--- config.mk ---
export PLATFORM = sky130hd
export DESIGN_NAME = spi_seg_receiver
export DESIGN_NICKNAME = d
export VERILOG_FILES = /design/src/rtl/spi_seg_receiver.sv
export SDC_FILE = /design/constraint.sdc
export NUM_CORES = 1
export LEC_CHECK = 0
export ABC_AREA = 1
export BUFFER_PORTS_ARGS = -buffer_cell sky130_fd_sc_hd__buf_2
export CAP_MARGIN = 20
export CORE_MARGIN = 8
export CORE_UTILIZATION = 35
export CTS_CLUSTER_SIZE = 8
export DETAILED_ROUTE_END_ITERATION = 10
export GPL_TIMING_DRIVEN = 0
export PLACE_DENSITY = 0.58
export SYNTH_ARGS = -nofsm -noshare
export SYNTH_HDL_FRONTEND = slang
export SYNTH_SLANG_ARGS = --single-unit
--- constraint.sdc ---
create_clock -name clk -period 1.6 [get_ports clk]
set_input_delay 0.08 -clock clk [delete_from_list [all_inputs] [get_ports clk]]
set_output_delay 0.08 -clock clk [all_outputs]
set_load 0.01 [all_outputs]
--- src/rtl/spi_seg_receiver.sv ---
// SPI mode-0 slave that writes a segment register / blink mask and drives a blinking 8-bit display.
// Optional readback of seg_reg on miso during the data byte: define SPI_READBACK_EN.
module spi_seg_receiver #(
  parameter logic [23:0] MAX_COUNT = 24'd10_000_000
) (
  input  logic       clk,
  input  logic       rst_n,
  input  logic       sclk,
  input  logic       cs_n,
  input  logic       mosi,
  output logic       miso,
  output logic [7:0] seg_out,
  output logic       upd,
  output logic       frame_err
);

  typedef enum logic [1:0] {IDLE, CMD, DATA, HOLD} state_t;

  state_t      state, state_next;
  logic [2:0]  sclk_s, cs_s;
  logic [1:0]  mosi_s;
  logic        sclk_rise, cs_fall, cs_rise;
  logic [3:0]  bit_cnt;
  logic [7:0]  shreg, cmd_reg, data_byte;
  logic [7:0]  seg_reg, blink_mask, seg_d, mask_d;
  logic [23:0] cnt;
  logic        phase, phase_d, cnt_wrap;
  logic        shift_en, wr_seg, wr_mask, err;

  // Sync flops reset low so a cs_n held low across reset cannot look like a fresh frame start.
  always_ff @(posedge clk or negedge rst_n) begin
    if (!rst_n) begin
      sclk_s <= '0;
      cs_s   <= '0;
      mosi_s <= '0;
    end else begin
      sclk_s <= {sclk_s[1:0], sclk};
      cs_s   <= {cs_s[1:0], cs_n};
      mosi_s <= {mosi_s[0], mosi};
    end
  end

  assign sclk_rise = sclk_s[1] & ~sclk_s[2];
  assign cs_fall   = ~cs_s[1] & cs_s[2];
  assign cs_rise   = cs_s[1] & ~cs_s[2];
  assign data_byte = {shreg[6:0], mosi_s[1]};

  always_ff @(posedge clk or negedge rst_n) begin
    if (!rst_n) state <= IDLE;
    else        state <= state_next;
  end

  always_comb begin
    state_next = state;
    shift_en   = 1'b0;
    wr_seg     = 1'b0;
    wr_mask    = 1'b0;
    err        = 1'b0;
    if (cs_rise) begin
      state_next = IDLE;
      err        = (state == CMD) || (state == DATA);
    end else begin
      case (state)
        IDLE: if (cs_fall) state_next = CMD;
        CMD: if (sclk_rise) begin
          shift_en = 1'b1;
          if (bit_cnt == 4'd7) state_next = DATA;
        end
        DATA: if (sclk_rise) begin
          shift_en = 1'b1;
          if (bit_cnt == 4'd15) begin
            state_next = HOLD;
            case (cmd_reg)
              8'h01:   wr_seg  = 1'b1;
              8'h02:   wr_mask = 1'b1;
              default: err     = 1'b1;
            endcase
          end
        end
        default: state_next = state;
      endcase
    end
  end

  always_ff @(posedge clk or negedge rst_n) begin
    if (!rst_n) begin
      bit_cnt <= '0;
      shreg   <= '0;
      cmd_reg <= '0;
    end else if (state == IDLE) begin
      bit_cnt <= '0;
    end else if (shift_en) begin
      bit_cnt <= bit_cnt + 4'd1;
      shreg   <= data_byte;
      if (state == CMD && bit_cnt == 4'd7) cmd_reg <= data_byte;
    end
  end

  assign cnt_wrap = (cnt == MAX_COUNT - 24'd1);
  assign phase_d  = phase ^ cnt_wrap;
  assign seg_d    = wr_seg  ? data_byte : seg_reg;
  assign mask_d   = wr_mask ? data_byte : blink_mask;

  // seg_out is built from next-state values so a write and a phase toggle land on the same edge.
  always_ff @(posedge clk or negedge rst_n) begin
    if (!rst_n) begin
      cnt        <= '0;
      phase      <= 1'b0;
      seg_reg    <= '0;
      blink_mask <= '0;
      seg_out    <= '0;
      upd        <= 1'b0;
      frame_err  <= 1'b0;
    end else begin
      cnt        <= cnt_wrap ? 24'd0 : cnt + 24'd1;
      phase      <= phase_d;
      seg_reg    <= seg_d;
      blink_mask <= mask_d;
      seg_out    <= seg_d & ~(mask_d & {8{phase_d}});
      upd        <= wr_seg | wr_mask;
      frame_err  <= err;
    end
  end

`ifdef SPI_READBACK_EN
  logic       sclk_fall;
  logic [7:0] rb_shift;

  assign sclk_fall = ~sclk_s[1] & sclk_s[2];

  // The fall right after the 8th rise still belongs to the command byte, so shifting starts from bit 9.
  always_ff @(posedge clk or negedge rst_n) begin
    if (!rst_n) begin
      rb_shift <= '0;
      miso     <= 1'b0;
    end else if (state == CMD && state_next == DATA) begin
      rb_shift <= seg_reg;
      miso     <= seg_reg[7];
    end else if (state == DATA && state_next == DATA && sclk_fall && bit_cnt >= 4'd9) begin
      rb_shift <= {rb_shift[6:0], 1'b0};
      miso     <= rb_shift[6];
    end else if (state_next != DATA) begin
      miso     <= 1'b0;
    end
  end
`else
  assign miso = 1'b0;
`endif

endmodule

Yosys cells after proc, flatten, opt, wreduce, memory -nomap -nowiden
Index checks and enable logic that the tools add are counted.
{"block": "totals", "mem_bits_ro": 0, "word_cells": 80, "output_inout_bits": 11, "n_memories": 0, "latch_bits": 0, "inputBits": 5, "ff_bits": 80, "ram_bits": 0}
{"block": "classes", "n_div": 0, "add_sub_neg": 2, "reduce_logical": 10, "n_eq_ne": 12, "n_bitwise": 12, "muxes": 30, "shifts": 0, "order_cmp": 0, "n_mul": 0}
{"operator": "adder 24 x 1 -> 24 bit, second input constant", "count": 1}
{"operator": "equality test 24 bit, second input constant", "count": 1}
{"operator": "two-way mux 24 bit", "count": 1}
{"operator": "two-way mux 1 bit", "count": 18}
{"operator": "bitwise AND 8 bit", "count": 2}
{"operator": "two-way mux 8 bit", "count": 2}
{"operator": "two-way mux 2 bit", "count": 6}
{"operator": "!= test 3 bit, second input constant", "count": 3}
{"operator": "equality test 8 x 1 -> 1 bit, second input constant", "count": 1}
{"operator": "equality test 8 x 2 -> 1 bit, second input constant", "count": 1}
{"operator": "two-way mux 4 bit", "count": 2}
{"operator": "NOT 8 bit", "count": 1}
{"operator": "!= test 3 x 2 -> 1 bit, second input constant", "count": 2}
{"operator": "one-hot mux 2 bit (3 select lines)", "count": 1}
{"operator": "AND reduction 6 bit", "count": 1}
{"operator": "adder 4 x 1 -> 4 bit, second input constant", "count": 1}
{"operator": "equality test 4 x 3 -> 1 bit, second input constant", "count": 1}
{"operator": "equality test 4 bit, second input constant", "count": 1}
{"operator": "NOT 1 bit", "count": 4}
{"operator": "nonzero test 4 bit", "count": 1}
{"operator": "OR reduction 2 bit", "count": 2}
{"operator": "bitwise AND 1 bit", "count": 3}
{"operator": "AND reduction 3 bit", "count": 1}
{"operator": "equality test 2 x 1 -> 1 bit, second input constant", "count": 1}
{"operator": "8 further kinds", "count": 8}

Logic depth before layout (Yosys ltp)
Gate-level depths: netlist of the first run.
{"block": "logic_depth", "ltp_word": 10, "depth_mapped": 11, "ltp_nobuf": 10}

Least setup slack after synthesis of the first run
No wires, ideal clock.
{"block": "synth_timing", "kind": "register to register", "from": "register state[0]", "to": "register cmd_reg[6]", "path_stages_with_launch": 11, "slack_ns": -0.027, "setup_time_ns": 0.117, "t_arrival_ns": 1.510, "n_path_buf": 1, "required_time_ns": 1.483, "synth_period_minus_slack_ns": 1.627, "cell_sequence": "dfrtp_1 inv_1 ha_1 nand2_2 nor2_4 inv_2 nor2_8 nand4_4 buf_6 nand2_1 o21ai_2"}
{"block": "synth_between", "elab_chain_cells": 5, "elab_cells_between_ends": 9, "classes_between": "eq/ne: 2; mux: 2; bitwise: 1; reduce/logical: 4"}
{"element": "from (decl)", "line_no": "19", "rtl": "state_t state, state_next;"}
{"element": "from (signal assigned)", "line_no": "50", "rtl": "else state <= state_next;"}
{"element": "equality test 2 x 1 -> 1 bit or equality test 2 bit (tied branches)", "line_no": "63, 95"}
{"element": "OR reduction 2 bit (no source line)"}
{"element": "two-way mux 1 bit"}
{"element": "two-way mux 1 bit", "line_no": "59", "rtl": "if (cs_rise) begin"}
{"element": "AND reduction 3 bit (no source line) (*)"}
{"element": "to (signal assigned)", "line_no": "95", "rtl": "if (state == CMD && bit_cnt == 4'd7) cmd_reg <= data_byte;"}
{"element": "to (decl)", "line_no": "24", "rtl": "logic [7:0] shreg, cmd_reg, data_byte;"}
Every way passes the cells marked *; elsewhere a longest branch is shown, timed or not.
A chain may end at the register's enable or synchronous reset.

Worst setup path after layout of the first run
{"block": "layout_timing", "from": "register bit_cnt[1]", "to": "register seg_reg[3]"}
{"block": "layout_between", "elab_chain_cells": 6}
{"element": "from (decl)", "line_no": "23", "rtl": "logic [3:0] bit_cnt;"}
{"element": "from (signal assigned)", "line_no": "93", "rtl": "bit_cnt <= bit_cnt + 4'd1;"}
{"element": "equality test 4 bit", "line_no": "71", "rtl": "if (bit_cnt == 4'd15) begin"}
{"element": "two-way mux 1 bit", "line_no": "71"}
{"element": "two-way mux 1 bit", "line_no": "69", "rtl": "DATA: if (sclk_rise) begin"}
{"element": "two-way mux 1 bit", "line_no": "63", "rtl": "case (state)"}
{"element": "two-way mux 1 bit", "line_no": "59"}
{"element": "two-way mux 8 bit", "line_no": "101", "rtl": "assign seg_d = wr_seg ? data_byte : seg_reg;"}
{"element": "net seg_d[3]", "line_no": "25", "rtl": "logic [7:0] seg_reg, blink_mask, seg_d, mask_d;"}
{"element": "to (signal assigned)", "line_no": "117", "rtl": "seg_reg <= seg_d;"}
{"element": "to (decl)", "line_no": "25"}
The timed path passes the listed nets, and every way through them passes these cells.

==> results of run 1 <==
-- report_power, final --
group          total, mW  switching [mW]  leakage, nW  internal [mW]
Clock               2.04           0.832        0.138           1.21
Combinational      0.724           0.417         1.25          0.307
Sequential          2.25           0.125         1.08           2.13
Total               5.01            1.37         2.47           3.64
-- logic make-up after synthesis --
family                     after synthesis  share of synthesized area [%]
other                                    1                         0.0942
buffers and inverters                   76                           7.99
and+or+nand+nor                        219                           28.3
adders and majority gates                7                           2.20
xor gates and xnor gates                11                           2.42
DFF                                     80                           50.3
muxes                                    1                          0.283
AOI/OAI and AO/OA                       46                           8.37
-- stage by stage --
step / cell area [sq um] / power [mW] / setup TNS [ns] / hold slack (ns)
6_report: 5020 / 5.01 / -0.187 / 0.152
5_1_grt: 5020 / 5.28 / -3.36 / 0.168
4_1_cts: 4740 / 5.05 / -0.152 / 0.145
3_5_place_dp: 4280 / 2.91 / -2.99 / -0.0290
3_3_place_gp: 4250 / 2.87 / -15.02 / 0.190
2_1_floorplan: 4010 / 2.72 / -0.0527 / -0.216
-- area by class of cell --
type / count / area, sq um / share of cell area, %
clock buffers: 9 / 225 / 4.49
flip-flops and latches: 80 / 2000 / 39.9
clock inverters: 6 / 67.6 / 1.35
inverters: 69 / 262 / 5.21
multi-input cells: 287 / 1880 / 37.4
repair buffers: 40 / 323 / 6.43
well taps: 143 / 179 / 3.56
plain buffers: 7 / 81.3 / 1.62
-- layer usage --
layer / vias to the layer above / global-route usage (%) / wire [um]
met2: 51 / 19.0 / 4050
met5: - / 0 / 0
li1: 1494 / - / -
met1: 1400 / 13.7 / 3610
met4: 0 / 5.10 / 195
met3: 15 / 4.28 / 332
-- final timing paths --
check	slack [ns]	to	start	depth (start not counted)
worst max-delay path	-0.04	seg_reg[3]$_DFF_PN0_	bit_cnt[1]$_DFFE_PN0P_	9
max in group asynchronous	0.87	shreg[5]$_DFFE_PN0P_	rst_n	3
worst min-delay path	0.15	cnt[16]$_DFF_PN0_	rst_n	2
min in group clk	0.35	cs_s[1]$_DFF_PN0_	cs_s[0]$_DFF_PN0_	0
worst min register to register	0.35	cs_s[1]$_DFF_PN0_	cs_s[0]$_DFF_PN0_	0
worst max register to register	-0.04	seg_reg[3]$_DFF_PN0_	bit_cnt[1]$_DFFE_PN0P_	9
-- layout by cell type, fill, tap and decap left out, types with 3 or more instances in the layout --
| master | n |
|---|---|
| dlygate4sd3_1 | 4 |
| inv_1 | 58 |
| xor2_1 | 10 |
| buf_4 | 21 |
| nand3_1 | 18 |
| o21ai_4 | 4 |
| o21ai_1 | 6 |
| nand2_1 | 75 |
| buf_2 | 14 |
| nand4_1 | 7 |
| nand3_2 | 5 |
| a21oi_2 | 7 |
| nor2_4 | 8 |
| nor2_2 | 3 |
| nand2_4 | 13 |
| nor3_1 | 6 |
| o21ai_2 | 13 |
| inv_2 | 10 |
| o21ai_0 | 9 |
| buf_6 | 3 |
| nand2_2 | 19 |
| clkbuf_16 | 10 |
| ha_2 | 3 |
| nor2_1 | 54 |
| dfrtp_1 | 79 |
-- repair_timing --
item | in CTS | in global routing
pin swaps | 5 | 25
setup endpoints to repair | 33 | 55
buffers inserted | 12 | 8
hold buffers | 4 | 0
gates resized for setup | 7 | 45
hold endpoints to repair | 83 | 0
gates cloned | 1 | 2
-- worst reg2reg max path: stages (launching register included) --
cell	delay (ns)
dfrtp_1	0.37
ha_2	0.22
nand2_4	0.07
nor2_4	0.11
nand2_2	0.06
nor2_4	0.19
nand2_4	0.10
buf_12	0.17
o21ai_4	0.17
inv_1	0.07
==> results.cfg, run 1 <==
[grt]
overflow = 0
grt_use_total_pct = 11.7
grt_pass1_vias = 2933
grt_start_max_net_pins = 66
grt_pass1_wl_mm = 13.7
antenna_found_initial = 0

[placed_design]
gp_congestion = 0.856
place_ws_ns = -0.218
dp_cells = 599
port_buffers = 14
dpl.hpwl_mm = 5.38

[yosys]
async_flop_share_pct = 100
synthCells = 441
yosys-top-cells-area = dfrtp_1 50%, nand2_1 7.9%, inv_1 5.7%
synth-edff-count = 0
syn_nets = 453
synth_common_cells = 84 x nand2_1, 80 x dfrtp_1, 60 x inv_1
synth.largest_area_cell = dfrtp_1
ys_types = 38
yosysSeqAreaShare_pct = 50.3
ys_dominant_reg_cell = dfrtp_1
synth.most_common_cell = nand2_1
ys_ff_latch = 80
synth_warnings = 0
synthesis.area_sq_um = 3980
syn_area_per_cell_sq_um = 9.02
synth.top_cell.area_share_pct = 50.3

[clock_network]
cts.sinks = 80
cts_buffers = 9
clk_pin_slew_ns = 0.06
cts_tree = built
cts-root-buf = clkbuf_16
clockBufferDepth = 2
h-tree-depth = 3
clock_latency_ns = 0.34

[timing]
setup_slack_ns = -0.0389
post-route-min-period_ns = 1.64
slew_violations = 0
post-route-period-util_pct = 102
rsz0062_at_grt = true
finalSetupViolations = 17
fmax_ghz = 0.610
finClkSkew_ns = 0.00921
hold_viol = 0

[detailed_routing]
num_vias = 2960
viasPerCell = 4.62
wire_per_inst_um = 12.8
drc = 0
wl_mm = 8.19
drt_first_pass_iters = 4
drt_iter0_drc = 183
final_antenna_net_count = 0

[critical_path]
path_class = reg2reg
crit_family = simple AND/OR/NAND/NOR gates
slowest_stage = dfrtp_1
worst_setup_path_end_kind = flop
start_kind = flop
crit_fanout = 10
path_buf_inv = 2
max_stage_delay_ns = 0.37
crit_chain = ha_2 > nand2_4 > nor2_4 > nand2_2 > nor2_4 > nand2_4 > buf_12 > o21ai_4 > inv_1
required_ns = 1.83
arrival_ns = 1.87

[cells_and_area]
area_growth_pct = 26.2
antenna_cells = 0
regMostFlops = cnt
fillCellCount = 1053
nNetsFinal = 506
largest_register_ffs = 24
fin_util_pct = 44.5
instances_no_fill = 641
drive_gt1_share_pct = 31.9

[floorplanning]
std_cell_rows = 39
ios = 16
die-height_um = 123
die_w_um = 123
start_util_pct = 35.3
coreArea_sq_um = 11300
dieArea_sq_um = 15000

[job]
drv_cap = 0

[run_status]
status = complete, but fails checks
violations = negative setup slack

[power_and_ir_drop]
peakVddDrop_mv = 0.729
cellPowerDensity_nw_per_um2 = 999
cellLeakagePower_nw = 2.47

[hold_path]
worstHoldPathType = in2async
Note: power is estimated with default switching activity, not from simulation.
==> run 2: changes to the inputs <==
--- a/config.mk
+++ b/config.mk
@@ -14,6 +14,7 @@
 export DETAILED_ROUTE_END_ITERATION = 10
 export GPL_TIMING_DRIVEN = 0
 export PLACE_DENSITY = 0.58
+export REMOVE_ABC_BUFFERS = 1
 export SYNTH_ARGS = -nofsm -noshare
 export SYNTH_HDL_FRONTEND = slang
 export SYNTH_SLANG_ARGS = --single-unit
==> results.cfg, run 2 (synthesis results as in run 1) <==
[run_status]
status = complete, but fails checks
violations = negative setup slack

[clock_network]
h-tree-depth = 3
clock_latency_ns = 0.33
cts_buffers = 9
clockBufferDepth = 2
clk_pin_slew_ns = 0.07
cts_tree = built
cts.sinks = 80
cts-root-buf = clkbuf_16

[timing]
rsz0062_at_grt = true
hold_viol = 0
relSlewSlack_pct = 65.8
slew_violations = 0
post-route-period-util_pct = 103
post-route-min-period_ns = 1.64
tns_ns = -0.0741
fmax_ghz = 0.609
finClkSkew_ns = 0.00722
setup_slack_ns = -0.0431
max_slew.worst_pin.slew_ns = 0.513
finalSetupViolations = 3

[detailed_routing]
wl_mm = 8.24
drt_iter0_drc = 108
final_antenna_net_count = 0
viasPerCell = 4.58
drt_first_pass_iters = 4
drc = 0
wire_per_inst_um = 12.9
num_vias = 2929

[floorplanning]
std_cell_rows = 39
dieArea_sq_um = 15000
coreArea_sq_um = 11300
ios = 16
die_w_um = 123
start_util_pct = 35.3
die-height_um = 123

[critical_path]
startpoint = bit_cnt[0]$_DFFE_PN0P_
worst_setup_path_end_kind = flop
rr_startpoint = bit_cnt[0]$_DFFE_PN0P_
slowest_stage = dfrtp_1
crit_chain = ha_4 > nand2_4 > nor2_4 > nand2_2 > nor2_4 > buf_12 > nand2_8 > nand2_2 > nand2_2 > a21oi_2
crit_top_cell = nand2_2
crit_fanout = 6
required_ns = 1.86
max_stage_delay_ns = 0.40
start_kind = flop
arrival_ns = 1.90
path_class = reg2reg

[cells_and_area]
nNetsFinal = 503
fillCellCount = 1073
fin_util_pct = 44.8
area_growth_pct = 27.0
antenna_cells = 0
regMostFlops = cnt
largest_register_ffs = 24
layout_common_cells = 78 x dfrtp_1, 72 x nand2_1, 57 x inv_1
instances_no_fill = 639
stdcell_area_sq_um = 5050
layout_commonest_cell = dfrtp_1
drive_gt1_share_pct = 32.5

[power_and_ir_drop]
pwr-share-seq_pct = 43.7
finalPower_mw = 5.13
cellLeakagePower_nw = 2.41
peakVddDrop_mv = 0.715
p_int_mw = 3.70
pwr-share-comb_pct = 15.2
power.switching_mw = 1.43
switching_share_pct = 27.9
cellPowerDensity_nw_per_um2 = 1010
power.share.clock_pct = 41.0

[job]
drv_cap = 0

[grt]
grt_pass1_vias = 2813
antenna_found_initial = 0
overflow = 0
grt_pass1_wl_mm = 13.6
grt_start_max_net_pins = 43
grt_use_total_pct = 11.4

[hold_path]
worstHoldPathType = in2async

[placed_design]
dp_cells = 592
place_area_sq_um = 4190
dpl.hpwl_mm = 5.42
port_buffers = 14
gp_congestion = 0.817
-- run 2: changes by cell type in the layout (fill, tap and decap cells not counted), moves of 3 or more --
cell / delta
buf_12: +3
ha_4: +3
nand2_1: -3
nand2_2: +3
nand3_2: -3
-- run 2: path summary, 6_finish.rpt --
kind                                         to  slack, ns  cells after the start
max                        seg_out[2]$_DFF_PN0_      -0.04                     10
min reg2reg                 sclk_s[1]$_DFF_PN0_       0.35                      0
min                           cnt[10]$_DFF_PN0_       0.25                      2
max reg2reg                seg_out[2]$_DFF_PN0_      -0.04                     10
min in group clk            sclk_s[1]$_DFF_PN0_       0.35                      0
max in group asynchronous      cnt[2]$_DFF_PN0_       0.75                      3
-- run 2: worst max-delay path, delay by kind of cell (launching register included) --
kind / cells / cell delay, ns
DFF: 1 / 0.40
and+or+nand+nor: 7 / 0.65
AOI/OAI and AO/OA: 1 / 0.16
buffers and inverters: 1 / 0.18
adders and majority gates: 1 / 0.17
-- run 2: power by group through the flow --
stage                     Combinational (mW)  Clock, mW  Sequential (mW)
after floorplan                        0.406          0             2.25
after global placement                 0.526          0             2.27
after detailed placement               0.548          0             2.27
after CTS                              0.684       2.17             2.23
after global routing                   0.882       2.24             2.26
final                                  0.781       2.11             2.24
-- run 2: area by class of cell --
cell class	instances	area, sq um	area share, %
Clock buffer	10	229	4.53
Clock inverter	6	75.1	1.49
Inverter	69	264	5.22
Multi-Input combinational cell	287	1920	37.9
Sequential cell	80	2000	39.7
Tap cell	143	179	3.54
Timing Repair Buffer	44	387	7.65
-- run 2: stage by stage --
| stage | setup WS, ns | hold slack, ns |
|---|---|---|
| global route | -0.157 | 0.317 |
| finish | -0.0431 | 0.254 |
| detailed placement | -0.438 | 0.0961 |
| global placement | -0.399 | 0.188 |
| CTS | -0.0196 | 0.277 |
| floorplan | -0.101 | -0.216 |
-- run 2: what timing repair did --
| item | CTS | global route |
|---|---|---|
| endpoints found under the setup margin | 38 | 57 |
| buffers inserted | 11 | 13 |
| pin swaps | 9 | 24 |
| hold endpoints to repair | 41 | 0 |
| gates resized for setup | 21 | 38 |
| hold buffers | 4 | 0 |
| cloned | 1 | 2 |
-- run 2: layer usage --
metal	up-vias	share of wire (%)	GRT usage, %
li1	1486	-	-
met5	-	0	0
met3	12	3.0	2.99
met4	0	1.9	4.34
met2	37	51	19.1
met1	1394	44	13.9
